$ cat config.mk
export PLATFORM = sky130hd
export DESIGN_NAME = mux_n_to_1_pipe
export DESIGN_NICKNAME = d
export VERILOG_FILES = /design/src/rtl/mux_n_to_1_pipe.sv
export SDC_FILE = /design/constraint.sdc
export NUM_CORES = 1
export LEC_CHECK = 0
export CORE_ASPECT_RATIO = 1.2
export CORE_MARGIN = 2
export CORE_UTILIZATION = 32
export CTS_BUF_LIST = sky130_fd_sc_hd__clkbuf_4
export DETAILED_ROUTE_END_ITERATION = 10
export PLACE_DENSITY = 0.79
export SYNTH_ARGS = -nofsm -noshare
export SYNTH_HDL_FRONTEND = slang
export SYNTH_SLANG_ARGS = --single-unit
$ cat constraint.sdc
create_clock -name clk -period 2.8 [get_ports clk]
set_input_delay 0.42 -clock clk [delete_from_list [all_inputs] [get_ports clk]]
set_output_delay 0.42 -clock clk [all_outputs]
set_load 0.01 [all_outputs]
$ cat src/rtl/mux_n_to_1_pipe.sv
`default_nettype none
// ============================================================================
// Module   : mux_n_to_1_pipe
// Purpose  : N-to-1 multiplexer with a single registered output stage and
//            valid/ready handshakes on every input channel and on the output.
//            MODE 0 selects the channel named by sel. MODE 1 arbitrates
//            round-robin among the valid channels and ignores sel.
// Revision : 1.0 - initial release
// ----------------------------------------------------------------------------
// Ports
//   clk        in   1               rising-edge clock
//   rst_n      in   1               asynchronous reset, active low
//   in_data    in   N_INPUTS*WIDTH  channel i at [i*WIDTH +: WIDTH]
//   in_valid   in   N_INPUTS        channel i presents data
//   in_ready   out  N_INPUTS        channel i accepted this cycle (combinational)
//   sel        in   SEL_W           channel select (MODE 0 only)
//   out_data   out  WIDTH           registered selected data
//   out_valid  out  1               out_data holds a valid word
//   out_ready  in   1               consumer accepts out_data
//   out_src    out  SEL_W           channel that produced out_data
// ============================================================================
module mux_n_to_1_pipe #(
  parameter  int WIDTH    = 32,
  parameter  int N_INPUTS = 4,
  parameter  int MODE     = 0,
  localparam int SEL_W    = $clog2(N_INPUTS)
) (
  input  logic                      clk,
  input  logic                      rst_n,
  input  logic [N_INPUTS*WIDTH-1:0] in_data,
  input  logic [N_INPUTS-1:0]       in_valid,
  output logic [N_INPUTS-1:0]       in_ready,
  input  logic [SEL_W-1:0]          sel,
  output logic [WIDTH-1:0]          out_data,
  output logic                      out_valid,
  input  logic                      out_ready,
  output logic [SEL_W-1:0]          out_src
);

  // Channel count widened by one bit so that index arithmetic and range
  // checks never overflow, whether or not N_INPUTS is a power of two.
  localparam logic [SEL_W:0]   C_N_EXT = (SEL_W+1)'(N_INPUTS);
  localparam logic [SEL_W-1:0] C_LAST  = SEL_W'(N_INPUTS - 1);

  logic [WIDTH-1:0]    w_ch [N_INPUTS];
  logic [SEL_W-1:0]    w_grant;
  logic                w_grant_ok;
  logic [N_INPUTS-1:0] w_gnt_oh;
  logic [N_INPUTS-1:0] w_in_ready;
  logic                w_load_en;
  logic                w_xfer;
  logic [WIDTH-1:0]    w_sel_data;

  logic [WIDTH-1:0]    r_out_data;
  logic                r_out_valid;
  logic [SEL_W-1:0]    r_out_src;

  // --------------------------------------------------------------------------
  // Unpack the flattened input bus into one word per channel.
  // --------------------------------------------------------------------------
  for (genvar i = 0; i < N_INPUTS; i++) begin : g_unpack
    assign w_ch[i] = in_data[i*WIDTH +: WIDTH];
  end

  // --------------------------------------------------------------------------
  // Grant selection.
  // --------------------------------------------------------------------------
  if (MODE == 0) begin : g_mode_sel
    // The grant follows sel directly, independent of in_valid; an index
    // past the last channel grants nothing.
    always_comb begin
      w_grant    = sel;
      w_grant_ok = ({1'b0, sel} < C_N_EXT);
    end
  end else begin : g_mode_rr
    logic [SEL_W-1:0] r_rr_ptr;
    logic [SEL_W:0]   w_idx;
    logic             w_unused_sel;

    assign w_unused_sel = ^sel;

    // Scan the channels starting at the pointer and take the first valid
    // one. The wrap is a subtraction rather than a mask so non power-of-two
    // channel counts stay correct.
    always_comb begin
      w_grant    = '0;
      w_grant_ok = 1'b0;
      w_idx      = '0;
      for (int k = 0; k < N_INPUTS; k++) begin
        w_idx = {1'b0, r_rr_ptr} + (SEL_W+1)'(k);
        if (w_idx >= C_N_EXT) begin
          w_idx = w_idx - C_N_EXT;
        end
        if (!w_grant_ok && in_valid[w_idx[SEL_W-1:0]]) begin
          w_grant_ok = 1'b1;
          w_grant    = w_idx[SEL_W-1:0];
        end
      end
    end

    // The pointer moves just past the channel that was served, so that
    // channel becomes lowest priority on the next scan.
    always_ff @(posedge clk or negedge rst_n) begin
      if (!rst_n) begin
        r_rr_ptr <= '0;
      end else if (w_xfer) begin
        r_rr_ptr <= (w_grant == C_LAST) ? '0 : w_grant + SEL_W'(1);
      end
    end
  end

  // --------------------------------------------------------------------------
  // One-hot grant, handshake and data select.
  // --------------------------------------------------------------------------
  for (genvar i = 0; i < N_INPUTS; i++) begin : g_gnt_oh
    assign w_gnt_oh[i] = w_grant_ok && (w_grant == SEL_W'(i));
  end

  // The output register can take a word when it is empty or being drained
  // in this same cycle; out_ready therefore reaches in_ready combinationally.
  assign w_load_en  = !r_out_valid || out_ready;

  // rst_n gates in_ready so no producer sees an accept while in reset.
  assign w_in_ready = w_gnt_oh & {N_INPUTS{w_load_en && rst_n}};
  assign w_xfer     = |(in_valid & w_in_ready);

  // At most one grant bit is set, so a plain scan is a clean AND-OR mux.
  always_comb begin
    w_sel_data = '0;
    for (int i = 0; i < N_INPUTS; i++) begin
      if (w_gnt_oh[i]) begin
        w_sel_data = w_ch[i];
      end
    end
  end

  // --------------------------------------------------------------------------
  // Output register. Data and source only change on a transfer, so both hold
  // through stalls and after a drain.
  // --------------------------------------------------------------------------
  always_ff @(posedge clk or negedge rst_n) begin
    if (!rst_n) begin
      r_out_valid <= 1'b0;
      r_out_data  <= '0;
      r_out_src   <= '0;
    end else if (w_xfer) begin
      r_out_valid <= 1'b1;
      r_out_data  <= w_sel_data;
      r_out_src   <= w_grant;
    end else if (out_ready) begin
      r_out_valid <= 1'b0;
    end
  end

  assign in_ready  = w_in_ready;
  assign out_data  = r_out_data;
  assign out_valid = r_out_valid;
  assign out_src   = r_out_src;

endmodule
`default_nettype wire

Word-level counts from Yosys, hierarchy flattened
Index checks and enable logic that the tools add are counted.
{ "word_totals": {"register_bits": 35, "word_cells": 20} }
{ "classes": {"n_eq_ne": 3, "n_mux": 6, "bitwise_logic": 2, "n_reduce_logical": 6} }
{ "op_table": {"columns": ["op", "n"], "rows": [
  ["two-way mux 32 bit", 4],
  ["AND 4 bit", 2],
  ["equality test 2 bit (second input constant)", 2],
  ["OR reduction 4 bit", 1],
  ["equality test 2 x 1 -> 1 bit (second input constant)", 1],
  ["zero test 2 bit", 1],
  ["two-way mux 1 bit", 2],
  ["nonzero test 2 bit", 1],
  ["logical AND 1 bit", 1],
  ["zero test 1 bit", 1],
  ["logical OR 1 bit", 1]
]} }

Logic depth before layout (Yosys ltp)
Gate-level depths: netlist of the first run.
{ "logic_depth": {"depth_word": 7, "ltp_mapped": 5, "mapped_depth_nobuf": 3} }

Least setup slack after synthesis of the first run
No wires, ideal clock.
{ "synth_timing": {"path_kind": "input to register", "start": "input port sel[1]", "end": "register r_out_data[0] (netlist: out_data[0])", "setup_time_ps": 125, "t_arrival_ps": 1547, "required_ps": 2675, "path_slack_ps": 1129, "cell_stages": 5, "n_path_buf": 2, "cell_sequence": "buf_2 -> mux4_2 -> nand3_4 -> buf_6 -> mux2_2"} }
{ "synth_between": {"elab_chain_cells": 5} }
{ "synth_rtl": {"columns": ["item", "line", "rtl"], "rows": [
  ["start: declaration", "33", "input logic [SEL_W-1:0] sel,"],
  ["zero test 2 bit", "116", "assign w_gnt_oh[i] = w_grant_ok && (w_grant == SEL_W'(i));"],
  ["two-way mux 32 bit (4 in a row)", "131", "if (w_gnt_oh[i]) begin"],
  ["end signal: assignment", "148", "r_out_data <= w_sel_data;"],
  ["end: declaration", "54", "logic [WIDTH-1:0] r_out_data;"]
]} }
Several ways; a longest one is shown, not always the timed one.
A chain may end at the register's enable or synchronous reset.

Final worst setup path of the first run
{ "layout_timing": {"start": "input port out_ready", "end": "output port in_ready[0]"} }
{ "layout_between": {"elab_chain_cells": 3} }
{ "layout_rtl": {"columns": ["item", "line", "rtl"], "rows": [
  ["start: declaration", "36", "input logic out_ready,"],
  ["logical OR 1 bit", "121", "assign w_load_en = !r_out_valid || out_ready;"],
  ["logical AND 1 bit", "124", "assign w_in_ready = w_gnt_oh & {N_INPUTS{w_load_en && rst_n}};"],
  ["AND 4 bit", "124", null],
  ["end: declaration", "32", "output logic [N_INPUTS-1:0] in_ready,"]
]} }
No other way between the ends.

==> flow_summary.json, run 1 <==
{
  "die_h_um": 94.93,
  "drt_iter0_markers": 31,
  "slowest_stage": "clkdlybuf4s50_1",
  "synth_area_leaders": "dfrtp_1 40%, mux4_2 28%, mux2_2 18%",
  "path_buf_inv": 2,
  "clk_pin_slew_ps": 100,
  "arrival_ps": 1980,
  "tightestPinTransition_ps": 492.5,
  "postCtsResizedCells": 0,
  "syn2layout_area_growth_pct": 83.43,
  "drv_slew": 0,
  "power.internal_mw": 1.344,
  "totalWireLength_mm": 6.559,
  "io_pins": 176,
  "synth_nets": 264,
  "io_buffers": 175,
  "htreeDepth": 2,
  "grt_max_degree": 36,
  "clock.fmax_mhz": 416.0,
  "crit_path_cell_trace": "clkdlybuf4s50_1, nand2b_1, nand2_1, nor3_1, clkdlybuf4s50_1",
  "worstSetupEndpointType": "output pin",
  "fin_skew_ps": 3.580,
  "p_sw_frac": 0.2716,
  "max_cap_viol_count": 0,
  "start_kind": "input pin",
  "vias": 1948,
  "coreArea_sq_mm": 0.006771,
  "total_power_mw": 1.845,
  "drc": 0,
  "via_per_inst": 4.995,
  "min_period_over_period": 0.8585,
  "cts_inserted_buffers": 5,
  "num_rows": 33,
  "netlist_area_sq_mm": 0.002205,
  "ys_types": 17,
  "wl_per_cell_um": 16.82,
  "ir_drop_v": 0.0002099,
  "crit_required_ps": 2380,
  "rr_worst_depth": 3,
  "overflow": 0,
  "max_stage_delay_ps": 570,
  "clk_latency_ps": 320,
  "placed_area_sq_mm": 0.003991,
  "diodes": 0,
  "layout-drive-gt1-share": 0.2541,
  "cts_root_buf": "clkbuf_4",
  "antenna_left": 0,
  "status": "finished, final reports clean",
  "grtUsageTotal": 0.1759,
  "die_w_um": 79.77,
  "ys_seq_area_frac": 0.3973,
  "antenna_found_initial": 0,
  "fin_util": 0.5972,
  "max_slew_margin": 0.6717,
  "leakage_nw": 1.560,
  "setup_tns_ps": 0,
  "p_comb_frac": 0.471,
  "syn_inst": 127,
  "rsz0062_at_grt": "false",
  "min_path_type": "in2async",
  "gp_congestion": 0.7827,
  "netSwitchingPower_uw": 501.0,
  "grt_pass1_wl_mm": 10.16,
  "period_needed_ps": 2404,
  "seqPwrFrac": 0.388,
  "dp_hpwl_mm": 5.221,
  "initial_core_util": 0.3256,
  "die-area_sq_mm": 0.007572,
  "ys_warn_count": 0,
  "setup_viol": 0,
  "avgSynthCellArea_sq_um": 17.36,
  "post_cts_buffers": 0,
  "clockPowerShare": 0.141,
  "final_hold_viol_count": 0,
  "grt_pass1_vias": 2106,
  "critPathKind": "in2out",
  "layout.nets": 439,
  "place_ws_ps": 415.9,
  "cts_buffer_depth": 2,
  "fin_area_sq_mm": 0.004044,
  "cts_sinks": 35,
  "yosysTopAreaCell": "dfrtp_1",
  "yosys_register_bits": 35,
  "postCtsHoldBufs": 0,
  "cp_top_family": "buffers and inverters",
  "cp_max_fo": 6,
  "cts_tree": "built",
  "worst-path-stages": 5,
  "first_pass_iters": 4,
  "synth_top_area_share": 0.3973,
  "finalWorstSetupSlack_ps": 396.3,
  "cpMostUsedCell": "clkdlybuf4s50_1",
  "p_per_area_mw_per_mm2": 456.1
}
-- sequential cells by signal, indices dropped and copies added, names as in the netlist --
name,count
out_src,2
out_valid,1
out_data,32
-- worst paths after layout --
kind,slack [ps],startpoint,endpoint
hold reg to reg,510,out_data[24]$_DFFE_PN0P_,out_data[24]$_DFFE_PN0P_
min in group clk,500,rst_n,out_src[1]$_DFFE_PN0P_
setup reg to reg,1200,out_valid$_DFFE_PN0P_,out_data[6]$_DFFE_PN0P_
setup / recovery,400,out_ready,in_ready[0]
hold / removal,240,rst_n,out_data[14]$_DFFE_PN0P_
max in group asynchronous,2230,rst_n,out_data[0]$_DFFE_PN0P_
-- cells in the final DEF (no fill, tap or decap) --
cell,n
a31o_2,1
a22o_1,1
clkinv_1,2
dfrtp_1,35
nand3_4,1
clkdlybuf4s50_1,172
nand2_1,2
nand2b_1,1
clkbuf_4,6
buf_4,4
mux4_2,27
inv_1,1
mux2_2,35
nor3_1,2
nor2_1,2
mux4_1,6
nand3_1,2
buf_2,3
-- stage by stage --
step,cells,hold WS (ps)
3_3_place_gp,382,485.6
4_1_cts,390,250.9
6_report,390,244.8
2_1_floorplan,127,124.4
5_1_grt,390,258.6
3_5_place_dp,382,491.9
-- power by group through the flow --
stage	sequential [mW]	combinational (mW)	clock, mW
finish	0.715	0.869	0.260
CTS	0.716	0.881	0.277
floorplan	0.792	0.271	0
detailed placement	0.725	0.879	0
global placement	0.717	0.864	0
global route	0.736	0.927	0.302
-- metal layers --
layer  GRT usage  share of wire  vias up
met4     0.06638          0.024        0
met3     0.05545           0.11       12
li1            -              -      872
met5           0              0        -
met2      0.3354           0.55      109
met1      0.1761           0.32      955
-- worst register-to-register path: stages, from the launching register on --
cell and delay, ps:
dfrtp_1 390, nand2b_1 230, nand3_4 440, mux2_2 440
-- final cells by class --
cell class / count / area [sq um]
fillers: 580 / 2728
repair buffers: 179 / 1767
multi-input cells: 80 / 1236
flip-flops and latches: 35 / 875.8
well taps: 87 / 108.9
clock buffers: 6 / 45.04
clock inverters: 2 / 7.507
inverters: 1 / 3.754
-- kinds of logic (layout without fill, tap and decap cells) --
kind of cell	after synthesis	in the layout	share of synthesized area
compound gates	2	2	0.007947
simple gates	10	10	0.02668
mux	68	68	0.5261
flops	35	35	0.3973
buf+inv	12	188	0.04199
-- cell usage after synthesis --
cell type  count
inv_1          1
buf_1          1
dfrtp_1       35
a22o_1         1
nand2b_1       1
mux4_1         6
nor3_1         2
a31o_2         1
nand3_4        1
nand2_1        2
mux2_2        35
nor2_1         2
nand3_1        2
buf_2          2
mux4_2        27
clkbuf_1       2
buf_6          6
No activity file was read; power rests on OpenSTA's default activity.
==> inputs of run 2 (changes only) <==
- CTS_CLUSTER_SIZE: not set -> 8
==> results of run 2 <==
The final DEF is identical to that of run 1; final timing and power are the same.
